File: src/rtl/mem_access_ctrl.sv
// Load/store access controller: turns CPU byte/half/word requests into aligned
// 32-bit word reads and writes, with read-modify-write for sub-word stores.
module mem_access_ctrl (
  input  logic        clk,
  input  logic        rst,
  input  logic        req,
  input  logic        store,
  input  logic [1:0]  size,
  input  logic        sext,
  input  logic [15:0] addr,
  input  logic [31:0] wdata,
  output logic        busy,
  output logic        done,
  output logic        err,
  output logic [31:0] rdata,
  output logic [15:0] mem_addr,
  output logic        mem_we,
  output logic [31:0] mem_din,
  input  logic [31:0] mem_dout
);

  typedef enum logic [2:0] {
    S_IDLE,
    S_RD,
    S_WR,
    S_DONE,
    S_ERR
  } state_e;

  localparam logic [1:0] SZ_BYTE = 2'b00;
  localparam logic [1:0] SZ_HALF = 2'b01;
  localparam logic [1:0] SZ_WORD = 2'b10;

  state_e      state_q, state_d;
  logic [15:0] addr_q, addr_d;
  logic [1:0]  size_q, size_d;
  logic        sext_q, sext_d;
  logic        store_q, store_d;
  logic [31:0] wdata_q, wdata_d;
  logic [31:0] word_q, word_d;
  logic [31:0] rdata_q, rdata_d;

  logic        misaligned;
  logic [31:0] merged;

  // Lane-select a load result out of a full memory word and extend it.
  function automatic logic [31:0] extract(input logic [31:0] w,
                                          input logic [1:0]  sz,
                                          input logic [1:0]  lane,
                                          input logic        sx);
    logic [7:0]  b;
    logic [15:0] h;
    unique case (lane)
      2'd0:    b = w[7:0];
      2'd1:    b = w[15:8];
      2'd2:    b = w[23:16];
      default: b = w[31:24];
    endcase
    h = lane[1] ? w[31:16] : w[15:0];
    unique case (sz)
      SZ_BYTE: extract = {{24{sx & b[7]}}, b};
      SZ_HALF: extract = {{16{sx & h[15]}}, h};
      default: extract = w;
    endcase
  endfunction

  always_comb begin
    misaligned = (size == 2'b11)
              || (size == SZ_HALF && addr[0])
              || (size == SZ_WORD && addr[1:0] != 2'b00);
  end

  // Store data merged into the word captured in RD.
  always_comb begin
    merged = word_q;
    unique case (size_q)
      SZ_BYTE: begin
        unique case (addr_q[1:0])
          2'd0:    merged[7:0]   = wdata_q[7:0];
          2'd1:    merged[15:8]  = wdata_q[7:0];
          2'd2:    merged[23:16] = wdata_q[7:0];
          default: merged[31:24] = wdata_q[7:0];
        endcase
      end
      SZ_HALF: begin
        if (addr_q[1]) merged[31:16] = wdata_q[15:0];
        else           merged[15:0]  = wdata_q[15:0];
      end
      default: merged = wdata_q;
    endcase
  end

  always_comb begin
    // NOTE: every signal assigned here gets a default first, so no path can leave
    // one unassigned and infer a latch.
    state_d = state_q;
    addr_d  = addr_q;
    size_d  = size_q;
    sext_d  = sext_q;
    store_d = store_q;
    wdata_d = wdata_q;
    word_d  = word_q;
    rdata_d = rdata_q;

    unique case (state_q)
      // The done cycle also accepts a request, giving back-to-back throughput.
      S_IDLE, S_DONE, S_ERR: begin
        state_d = S_IDLE;
        if (req) begin
          addr_d  = addr;
          size_d  = size;
          sext_d  = sext;
          store_d = store;
          wdata_d = wdata;
          if (misaligned)                   state_d = S_ERR;
          else if (store && size == SZ_WORD) state_d = S_WR;
          else                              state_d = S_RD;
        end
      end
      S_RD: begin
        word_d = mem_dout;
        if (store_q) begin
          state_d = S_WR;
        end else begin
          rdata_d = extract(mem_dout, size_q, addr_q[1:0], sext_q);
          state_d = S_DONE;
        end
      end
      S_WR:    state_d = S_DONE;
      default: state_d = S_IDLE;
    endcase
  end

  always_ff @(posedge clk or posedge rst) begin
    if (rst) begin
      state_q <= S_IDLE;
      addr_q  <= '0;
      size_q  <= '0;
      sext_q  <= 1'b0;
      store_q <= 1'b0;
      wdata_q <= '0;
      word_q  <= '0;
      rdata_q <= '0;
    end else begin
      // NOTE: non-blocking assignments so every flop samples pre-edge values.
      state_q <= state_d;
      addr_q  <= addr_d;
      size_q  <= size_d;
      sext_q  <= sext_d;
      store_q <= store_d;
      wdata_q <= wdata_d;
      word_q  <= word_d;
      rdata_q <= rdata_d;
    end
  end

  // Outputs decode from state only, so reset clears them asynchronously.
  always_comb begin
    busy     = (state_q != S_IDLE);
    done     = (state_q == S_DONE) || (state_q == S_ERR);
    err      = (state_q == S_ERR);
    mem_we   = (state_q == S_WR);
    mem_din  = mem_we ? merged : 32'h0;
    mem_addr = {addr_q[15:2], 2'b00};
    rdata    = rdata_q;
  end

endmodule

File: config.mk
export PLATFORM = sky130hd
export DESIGN_NAME = mem_access_ctrl
export DESIGN_NICKNAME = d
export VERILOG_FILES = /design/src/rtl/mem_access_ctrl.sv
export SDC_FILE = /design/constraint.sdc
export NUM_CORES = 1
export LEC_CHECK = 0
export BUFFER_PORTS_ARGS = -buffer_cell sky130_fd_sc_hd__buf_2
export CORE_UTILIZATION = 52
export CTS_CLUSTER_DIAMETER = 60
export DETAILED_ROUTE_END_ITERATION = 12
export HOLD_SLACK_MARGIN = 0.02
export PLACE_DENSITY = 0.8
export SLEW_MARGIN = 0
export SYNTH_ARGS = -nofsm -noshare
export SYNTH_HDL_FRONTEND = slang
export SYNTH_SLANG_ARGS = --single-unit
export TNS_END_PERCENT = 30
File: constraint.sdc
create_clock -name clk -period 4.2 [get_ports clk]
set_input_delay 0.21 -clock clk [delete_from_list [all_inputs] [get_ports clk]]
set_output_delay 0.21 -clock clk [all_outputs]
set_load 0.01 [all_outputs]
==> results of run 1 <==
[per-stage QoR]
stage	total power, mW	worst slack (ns)	hold slack (ns)	area, um2	util (%)
2_1_floorplan	4.10	0.833	0.361	5910	-
3_3_place_gp	4.75	1.44	0.441	6660	60.9
3_5_place_dp	4.85	1.38	0.447	6660	60.9
4_1_cts	6.41	0.934	0.0204	7310	66.9
5_1_grt	6.78	0.682	0.0203	7320	67.0
6_report	6.41	0.878	0.0315	7320	67.0
[layout by cell type (no fill, tap or decap), drive strengths merged, types with 5 or more instances in the layout]
cell type,count
nor2,11
clkinv,6
mux2i,10
a31oi,13
nor2b,5
nand3,42
clkbuf,22
o221ai,8
nand2,58
dfrtp,119
o21ai,33
a2bb2oi,6
mux2,98
a22oi,6
a21oi,36
or3,7
o22ai,7
buf,173
[repair_timing]
item | in CTS | in global routing
hold endpoints to repair | 3 | 1
endpoints found under the setup margin | 0 | 0
hold buffers | 3 | 1
[cell families (layout without fill, tap and decap cells)]
logic type / count (synthesis) / count (layout) / synth area share [%]
muxes: 109 / 109 / 20.8
other: 1 / 2 / 0.0635
buffers and inverters: 63 / 214 / 5.70
and+or+nand+nor: 136 / 136 / 11.2
DFF: 119 / 119 / 50.5
AOI/OAI and AO/OA: 115 / 115 / 11.8
[registers in the layout (all words and copies together) (netlist names)]
register	flops
word_q	32
addr_q	16
state_q	3
sext_q	1
rdata	32
wdata_q	32
store_q	1
size_q	2
[final cells by class]
class | instances | area share, %
repair buffers | 177 | 12.5
inverters | 6 | 0.342
flip-flops and latches | 119 | 40.7
well taps | 140 | 2.39
clock buffers | 22 | 6.48
multi-input cells | 362 | 35.6
clock inverters | 9 | 2.02
[power breakdown]
group | switching [mW] | leakage [nW] | internal (mW)
clock network | 0.489 | 0.306 | 1.03
registers | 0.558 | 1.42 | 1.73
logic | 1.37 | 1.71 | 1.24
[layer usage]
layer	GRT usage [%]	wire (um)	vias to the layer above
li1	-	-	2222
met1	38.9	6710	2408
met4	12.7	398	0
met3	8.50	1670	35
met5	0	0	-
met2	46.0	7820	292
[worst max-delay path by stage]
stage | from | to | slack, ns | cells after the start
4_1_cts | size_q[1] | mem_din[4] | 0.93 | 5
5_1_grt | size_q[1] | mem_din[6] | 0.68 | 5
3_3_place_gp | size_q[1] | mem_din[0] | 1.44 | 5
2_1_floorplan | rst | addr_q[0] | 0.83 | 1
6_report | size_q[1] | mem_din[7] | 0.88 | 5
3_5_place_dp | size_q[1] | mem_din[7] | 1.38 | 5
==> metrics.yaml, run 1 <==
irDropWorstVdd_v: 0.000401
syn-cell-area_um2: 5900
syn_to_final_growth_pct: 24.1
run_status: "completed"
cpMaxStageDelayCell: "dfrtp_1"
drive_gt1_share_pct: 44.3
worstHoldPathType: "in2reg"
synth_top_area_share_pct: 50.5
worstPathMaxFanout: 36
min_period_over_period_pct: 79.1
drcViolationCount: 0
synth_common_cells: "dfrtp_1, mux2_2, nand2_1"
min_to: "wdata_q[28]"
grt_pass1_vias: 4844
io_pins: 171
cts_buffers: 17
yosys.area.top_type: "dfrtp_1"
coreArea_um2: 10900
cts-root-buf: "clkbuf_16"
diodes: 0
synth_area_leaders: "dfrtp_1, mux2_2, nand2_1, nand3_1, a21oi_1"
ctsResizeCount: 0
first_pass_iters: 5
io_buffer_count: 168
path_buf_inv: 2
start_util_pct: 54.0
yosysWarningCount: 0
grt_max_degree: 87
maxCapViolCount: 0
slew_headroom_pct: 23.0
slew_violations: 0
syn_area_per_cell_um2: 10.9
synth.distinct_cells: 43
routabilityCongestion: 0.889
clockBufferDepth: 2
rsz0062_at_grt: "no"
wl_per_cell_um: 19.9
arrival_ns: 3.11
drtAntennaViolNets: 0
setup_tns_ns: 0
async_flop_share_pct: 100
setup_viol: 0
die-area_um2: 11800
finalNonFillerCells: 835
cts_tree: "yes"
holdPathStages: 2
r2r_end: "rdata[14]"
grt_antenna_before_repair: 0
h-tree-depth: 4
vias_per_cell: 5.94
clkTransAtPathRegs_ns: 0.05
worst_pin_slew_ns: 1.15
fp.dieW_um: 109
regToRegSetupSlack_ns: 1.53
dp.cells: 800
insertion_delay_ns: 0.41
syn-instance-count: 543
register_area_um2: 2980
wirelength_um: 16600
path_class: "reg2out"
ys_ff_latch: 119
ys_seq_area_share_pct: 50.5
fin_crit_ns: 3.32
p_per_area_nw_per_um2: 876
fill_cells: 849
grt_use_total_pct: 29.7
overflow: 0
worstPathRequired_ns: 3.99
post_cts_buffers: 0
synth_edf_count: 0
multiInputGateArea_um2: 2610
p_leak_nw: 3.43
dr_total_vias: 4957
finalNetCount: 770
r2r_start: "size_q[1]"
num_rows: 38
hold_violations: 0
max_freq_ghz: 0.301
grt_pass1_wl_um: 25700
initialDrtViolationCount: 423
yosysMostFrequentCell: "dfrtp_1"
skew_ns: 0.00602
reg2regPathDepth: 4
ys.flop_type: "dfrtp_1"
numClockSinks: 119
cp_cell_sequence: "inv_1 -> o21ai_1 -> nand2_1 -> a21oi_1 -> buf_2"
worstSetupStartpointType: "register"
cp_top_family: "flip-flops"
hpwl_um: 11600
endpoint_kind: "primary output"
crit_path_max_incr_delay_ns: 1.06
dieHeight_um: 109
hold_start: "wdata[28]"
No activity file was read; power rests on OpenSTA's default activity.
==> inputs of run 2 (changes only) <==
clock period = 3.18 ns   (was 4.2 ns; I/O delays follow)
==> run 2 against run 1 <==
Net effect:
- via count is 4.1% higher
- cell area is 8.7% higher
- setup slack worse by 0.55 ns
- non-clock buffer count is 61 higher
- combinational power is 40% higher
- die area stayed put
- largest cell class unchanged
- sequential power is 28% higher
==> metrics.yaml, run 2 (same netlist as run 1, synthesis figures left out) <==
holdPathStages: 2  # unchanged
reg2regPathDepth: 4  # unchanged
drcViolationCount: 0  # unchanged
dr_total_vias: 5159  # +4.1%
wirelength_um: 17500  # +5.2%
vias_per_cell: 5.75  # -3.1%
dp.cells: 805  # +0.63%
skew_ns: 0.00637  # +0.000352 ns
regToRegSetupSlack_ns: 0.86  # -0.67 ns
globalRouteMet2Util_pct: 48.7  # +2.8 points
worst_pin_slew_ns: 0.831  # -0.321 ns
grt_pass1_vias: 4960  # +2.4%
hpwl_um: 11700  # +0.68%
start_util_pct: 54.0  # unchanged
drive_gt1_share_pct: 41.6  # -2.7 points
min_to: "size_q[0]"
hold_start: "size[0]"
power_mw: 8.63  # +35%
post_cts_buffers: 0  # unchanged
drtAntennaViolNets: 0  # unchanged
numClockSinks: 119  # unchanged
coreArea_um2: 10900  # unchanged
grt_pass1_wl_um: 26800  # +4.2%
irDropWorstVdd_v: 0.000611  # +52%
initialDrtViolationCount: 483  # +14%
cts_buffers: 17  # unchanged
register_area_um2: 2980  # unchanged
max_freq_ghz: 0.351
clkTransAtPathRegs_ns: 0.06  # about the same
overflow: 0  # unchanged
setup_viol: 0  # unchanged
cts_tree: "yes"
grt_max_degree: 120  # +38%
run_status: "completed"
arrival_ns: 2.69  # -0.42 ns
rsz0062_at_grt: "no"
diodes: 0  # unchanged
fp.dieW_um: 109  # unchanged
worstPathRequired_ns: 3.02  # -0.97 ns
worstPathMaxFanout: 20  # -44%
fin_crit_ns: 2.85
first_pass_iters: 5  # unchanged
place_area_um2: 6730  # +0.96%
p_leak_nw: 3.69  # +7.6%
path_class: "reg2out"
slew_headroom_pct: 44.5  # +21 points
maxCapViolCount: 0  # unchanged
r2r_start: "state_q[1]"
finalNonFillerCells: 897  # +7.4%
dieHeight_um: 109  # unchanged
fin_area_um2: 7960  # +8.7%
endpoint_kind: "primary output"
p_per_area_nw_per_um2: 1080  # +24%
hold_violations: 0  # unchanged
die-area_um2: 11800  # unchanged
ctsResizeCount: 0  # unchanged
grt_use_total_pct: 31.1  # +1.4 points
io_buffer_count: 168  # unchanged
whs_ns: 0.0416  # +0.0102 ns
final_common_cell: "buf_2"
holdBufCountCts: 60  # +57
fill_cells: 770  # -9.3%
final_cell_mix: "buf_2, dfrtp_1, mux2_2"
setup_tns_ns: 0  # unchanged
h-tree-depth: 4  # unchanged
num_rows: 38  # unchanged
cts-root-buf: "clkbuf_16"
grtUsageMet1_pct: 41.7  # +2.8 points
wl_per_cell_um: 19.5  # -2.1%
multiInputGateArea_um2: 2610  # unchanged
grt_antenna_before_repair: 0  # unchanged
routabilityCongestion: 0.920  # +3.5%
worstHoldPathType: "in2reg"
grt_util_met3_pct: 6.99  # -1.5 points
io_pins: 171  # unchanged
worstSetupStartpointType: "register"
r2r_end: "rdata[26]"
slew_violations: 0  # unchanged
clockBufferDepth: 2  # unchanged
finalNetCount: 831  # +7.9%
min_period_over_period_pct: 89.7
insertion_delay_ns: 0.42  # about the same
syn_to_final_growth_pct: 34.8
busiest_layer: "met2"
[run 2: cell count changes in the layout (fill, tap and decap cells not counted), moves of 2 or more]
cell	delta
dlygate4sd3_1	+56
buf_4	+3
clkinvlp_4	+3
buf_12	+2
clkinv_4	+2
[run 2: per-stage QoR]
stage                     setup slack, ns  util, %
after floorplan                      1.39        -
after global placement              0.975     61.5
after CTS                           0.388     72.8
final                               0.327     72.8
after detailed placement            0.835     61.5
after global routing                0.220     72.8
[run 2: worst max-delay path by stage]
stage / depth (start not counted) / from / slack, ns / end
2_1_floorplan: 7 / state_q[1] / 1.39 / rdata[9]
3_3_place_gp: 4 / state_q[1] / 0.98 / rdata[16]
3_5_place_dp: 5 / addr_q[1] / 0.84 / mem_din[22]
4_1_cts: 5 / addr_q[1] / 0.39 / mem_din[19]
5_1_grt: 5 / addr_q[1] / 0.22 / mem_din[22]
6_report: 5 / addr_q[1] / 0.33 / mem_din[22]
[run 2: area by class of cell]
class                           count  area share [%]
Clock buffer                       20            5.74
Clock inverter                     12            2.20
Inverter                            6           0.330
Multi-Input combinational cell    362            32.7
Sequential cell                   119            37.4
Tap cell                          140            2.20
Timing Repair Buffer              238            19.4
[run 2: metal layers]
| metal | vias to the layer above | wire length [um] |
|---|---|---|
| li1 | 2341 | - |
| met1 | 2521 | 7160 |
| met3 | 37 | 1370 |
| met5 | - | 0 |
| met2 | 260 | 8460 |
| met4 | 0 | 478 |
[run 2: critical path, stage by stage (launching register included)]
cell	delay, ns
dfrtp_1	0.80
inv_1	0.20
nor2_2	0.70
mux2i_1	0.32
a21oi_1	0.10
buf_2	0.15
[run 2: report_power, final]
group	leakage, nW	switching, mW	internal (mW)
Sequential	1.42	0.649	2.28
Clock	0.302	0.689	1.35
Combinational	1.97	1.93	1.73
==> inputs of run 3 (changes only) <==
--- a/config.mk
+++ b/config.mk
@@ -7,9 +7,11 @@
 export LEC_CHECK = 0
 export BUFFER_PORTS_ARGS = -buffer_cell sky130_fd_sc_hd__buf_2
-export CORE_UTILIZATION = 52
+export CELL_PAD_IN_SITES_DETAIL_PLACEMENT = 0
+export CELL_PAD_IN_SITES_GLOBAL_PLACEMENT = 1
+export CORE_UTILIZATION = 40
 export CTS_CLUSTER_DIAMETER = 60
 export DETAILED_ROUTE_END_ITERATION = 12
 export HOLD_SLACK_MARGIN = 0.02
-export PLACE_DENSITY = 0.8
+export PLACE_DENSITY_LB_ADDON = 0.1
 export SLEW_MARGIN = 0
 export SYNTH_ARGS = -nofsm -noshare
==> constraint.sdc (replaced) <==
create_clock -name clk -period 3.18 [get_ports clk]
set_input_delay 0.477 -clock clk [delete_from_list [all_inputs] [get_ports clk]]
set_output_delay 0.477 -clock clk [all_outputs]
set_load 0.01 [all_outputs]
==> run 3 against run 2 <==
Net effect:
- global-route usage fell by 6.4 points
- first-iteration DRC count fell by 56%
- cell count fell by 1.1%
- sequential cell count did not move
- combinational power barely moved
- wire length rose by 2.7%
- register-to-register slack improved by 0.20 ns
- hold slack improved by 0.15 ns
- sequential share of layout area rose by 2.6 points
- critical path type unchanged
==> metrics.yaml, run 3 (same netlist as run 1, synthesis figures left out) <==
fin_crit_ns: 2.93  # +0.0812 ns
p_sw_share_pct: 38.1  # +0.25 points
wirelength_um: 17900  # +2.7%
h-tree-depth: 4  # unchanged
overflow: 0  # unchanged
ctsResizeCount: 0  # unchanged
initialDrtViolationCount: 214  # -56%
drtAntennaViolNets: 0  # unchanged
grt_antenna_before_repair: 0  # unchanged
cts_tree: "yes"
p_leak_nw: 3.47  # -5.9%
maxCapViolCount: 0  # unchanged
power.internal_mw: 5.33  # -0.66%
p_switching_mw: 3.28  # +0.38%
arrival_ns: 2.46  # -0.23 ns
p_per_area_nw_per_um2: 1160  # +6.7%
sequentialPowerShare_pct: 33.8  # -0.2 points
worstPathRequired_ns: 2.70  # -0.32 ns
worst_pin_slew_ns: 0.873  # +0.0420 ns
vias_per_cell: 5.45  # -5.2%
wl_per_cell_um: 20.2  # +3.9%
clkTransAtPathRegs_ns: 0.05  # about the same
num_rows: 44  # +16%
hold_violations: 0  # unchanged
start_util_pct: 40.8  # -13 points
holdBufCountCts: 0  # -100%
dr_total_vias: 4838  # -6.2%
finalNetCount: 777  # -6.5%
grt_max_degree: 52  # -57%
io_buffer_count: 168  # unchanged
final_common_cell: "buf_2"
worstSetupStartpointType: "register"
die-area_um2: 15200  # +29%
slew_violations: 0  # unchanged
setup_tns_ns: 0  # unchanged
first_pass_iters: 5  # unchanged
rsz0062_at_grt: "no"
clockBufferDepth: 2  # unchanged
drive_gt1_share_pct: 45.4  # +3.8 points
p_clk_share_pct: 23.5  # about the same
diodes: 0  # unchanged
post_cts_buffers: 0  # unchanged
cts_buffers: 17  # unchanged
grt_pass1_vias: 4729  # -4.7%
min_period_over_period_pct: 92.3  # +2.6 points
worstHoldPathType: "in2async"
io_pins: 171  # unchanged
coreArea_um2: 14500  # +32%
max_freq_ghz: 0.341  # -2.8%
grt_use_total_pct: 24.8  # -6.4 points
slew_headroom_pct: 41.7  # -2.8 points
path_class: "reg2out"
pwr-share-comb_pct: 42.7  # +0.3 points
final_cell_mix: "buf_2, dfrtp_1, mux2_2"
fp.dieW_um: 123  # +14%
drcViolationCount: 0  # unchanged
run_status: "completed"
hpwl_um: 13100  # +12%
grt_pass1_wl_um: 27100  # +1.1%
insertion_delay_ns: 0.42  # about the same
final_util_pct: 51.4  # -21 points
setup_viol: 0  # unchanged
irDropWorstVdd_v: 0.000474  # -22%
dieHeight_um: 123  # +14%
fill_cells: 1375  # +79%
skew_ns: 0.00859  # +0.00221 ns
endpoint_kind: "primary output"
numClockSinks: 119  # unchanged
worstPathMaxFanout: 14  # -30%
syn_to_final_growth_pct: 26.1
cts-root-buf: "clkbuf_16"
routabilityCongestion: 0.857  # -6.8%
-- run 3: worst max-delay path, cell delays in order, from the launching register on --
cell     delay (ns)
dfrtp_1        0.48
nor2b_1        0.28
nor2_2         0.70
mux2i_1        0.32
a21oi_1        0.10
buf_2          0.15
-- run 3: path summary, 6_finish.rpt --
path                            start          end  slack [ns]  cells after the start
max                         addr_q[0]  mem_din[21]        0.25                      5
min                               rst    addr_q[9]        0.19                      2
max reg2reg                state_q[1]    rdata[10]        1.06                      5
min reg2reg                 rdata[18]    rdata[18]        0.49                      2
max in group asynchronous         rst  wdata_q[16]        2.27                      3
min in group clk              addr[4]    addr_q[4]        0.28                      2
-- run 3: per-layer routing --
metal / track usage [%] / part of all wire (%) / wire length (um)
met5: 0 / 0 / 0
met4: 7.61 / 1.8 / 319
met3: 6.78 / 5.7 / 1020
met2: 38.6 / 47 / 8480
met1: 33.4 / 45 / 8120
-- run 3: layout make-up --
cell class	count	area, um2	area share [%]
repair buffers	184	986	13.3
inverters	6	26.3	0.353
clock inverters	10	150	2.02
flip-flops and latches	119	2980	40.0
multi-input cells	362	2610	35.0
clock buffers	22	464	6.24
well taps	184	230	3.09
-- run 3: per-stage QoR --
stage                     hold WS (ns)  power [mW]  setup slack (ns)  cells  area (um2)
after detailed placement         0.482        6.60             0.722    855        6830
after floorplan                  0.474        5.41              1.10    544        5910
after global placement           0.470        6.51             0.855    855        6830
after global routing             0.236        9.16            0.0622    887        7440
final                            0.188        8.61             0.246    887        7440
after CTS                        0.217        8.65             0.264    887        7440
-- run 3: power by group through the flow --
stage	clock network [mW]	logic, mW	registers, mW
2_1_floorplan	0	2.68	2.73
3_3_place_gp	0	3.61	2.90
3_5_place_dp	0	3.68	2.91
4_1_cts	2.05	3.70	2.90
5_1_grt	2.13	4.03	3.00
6_report	2.02	3.68	2.91
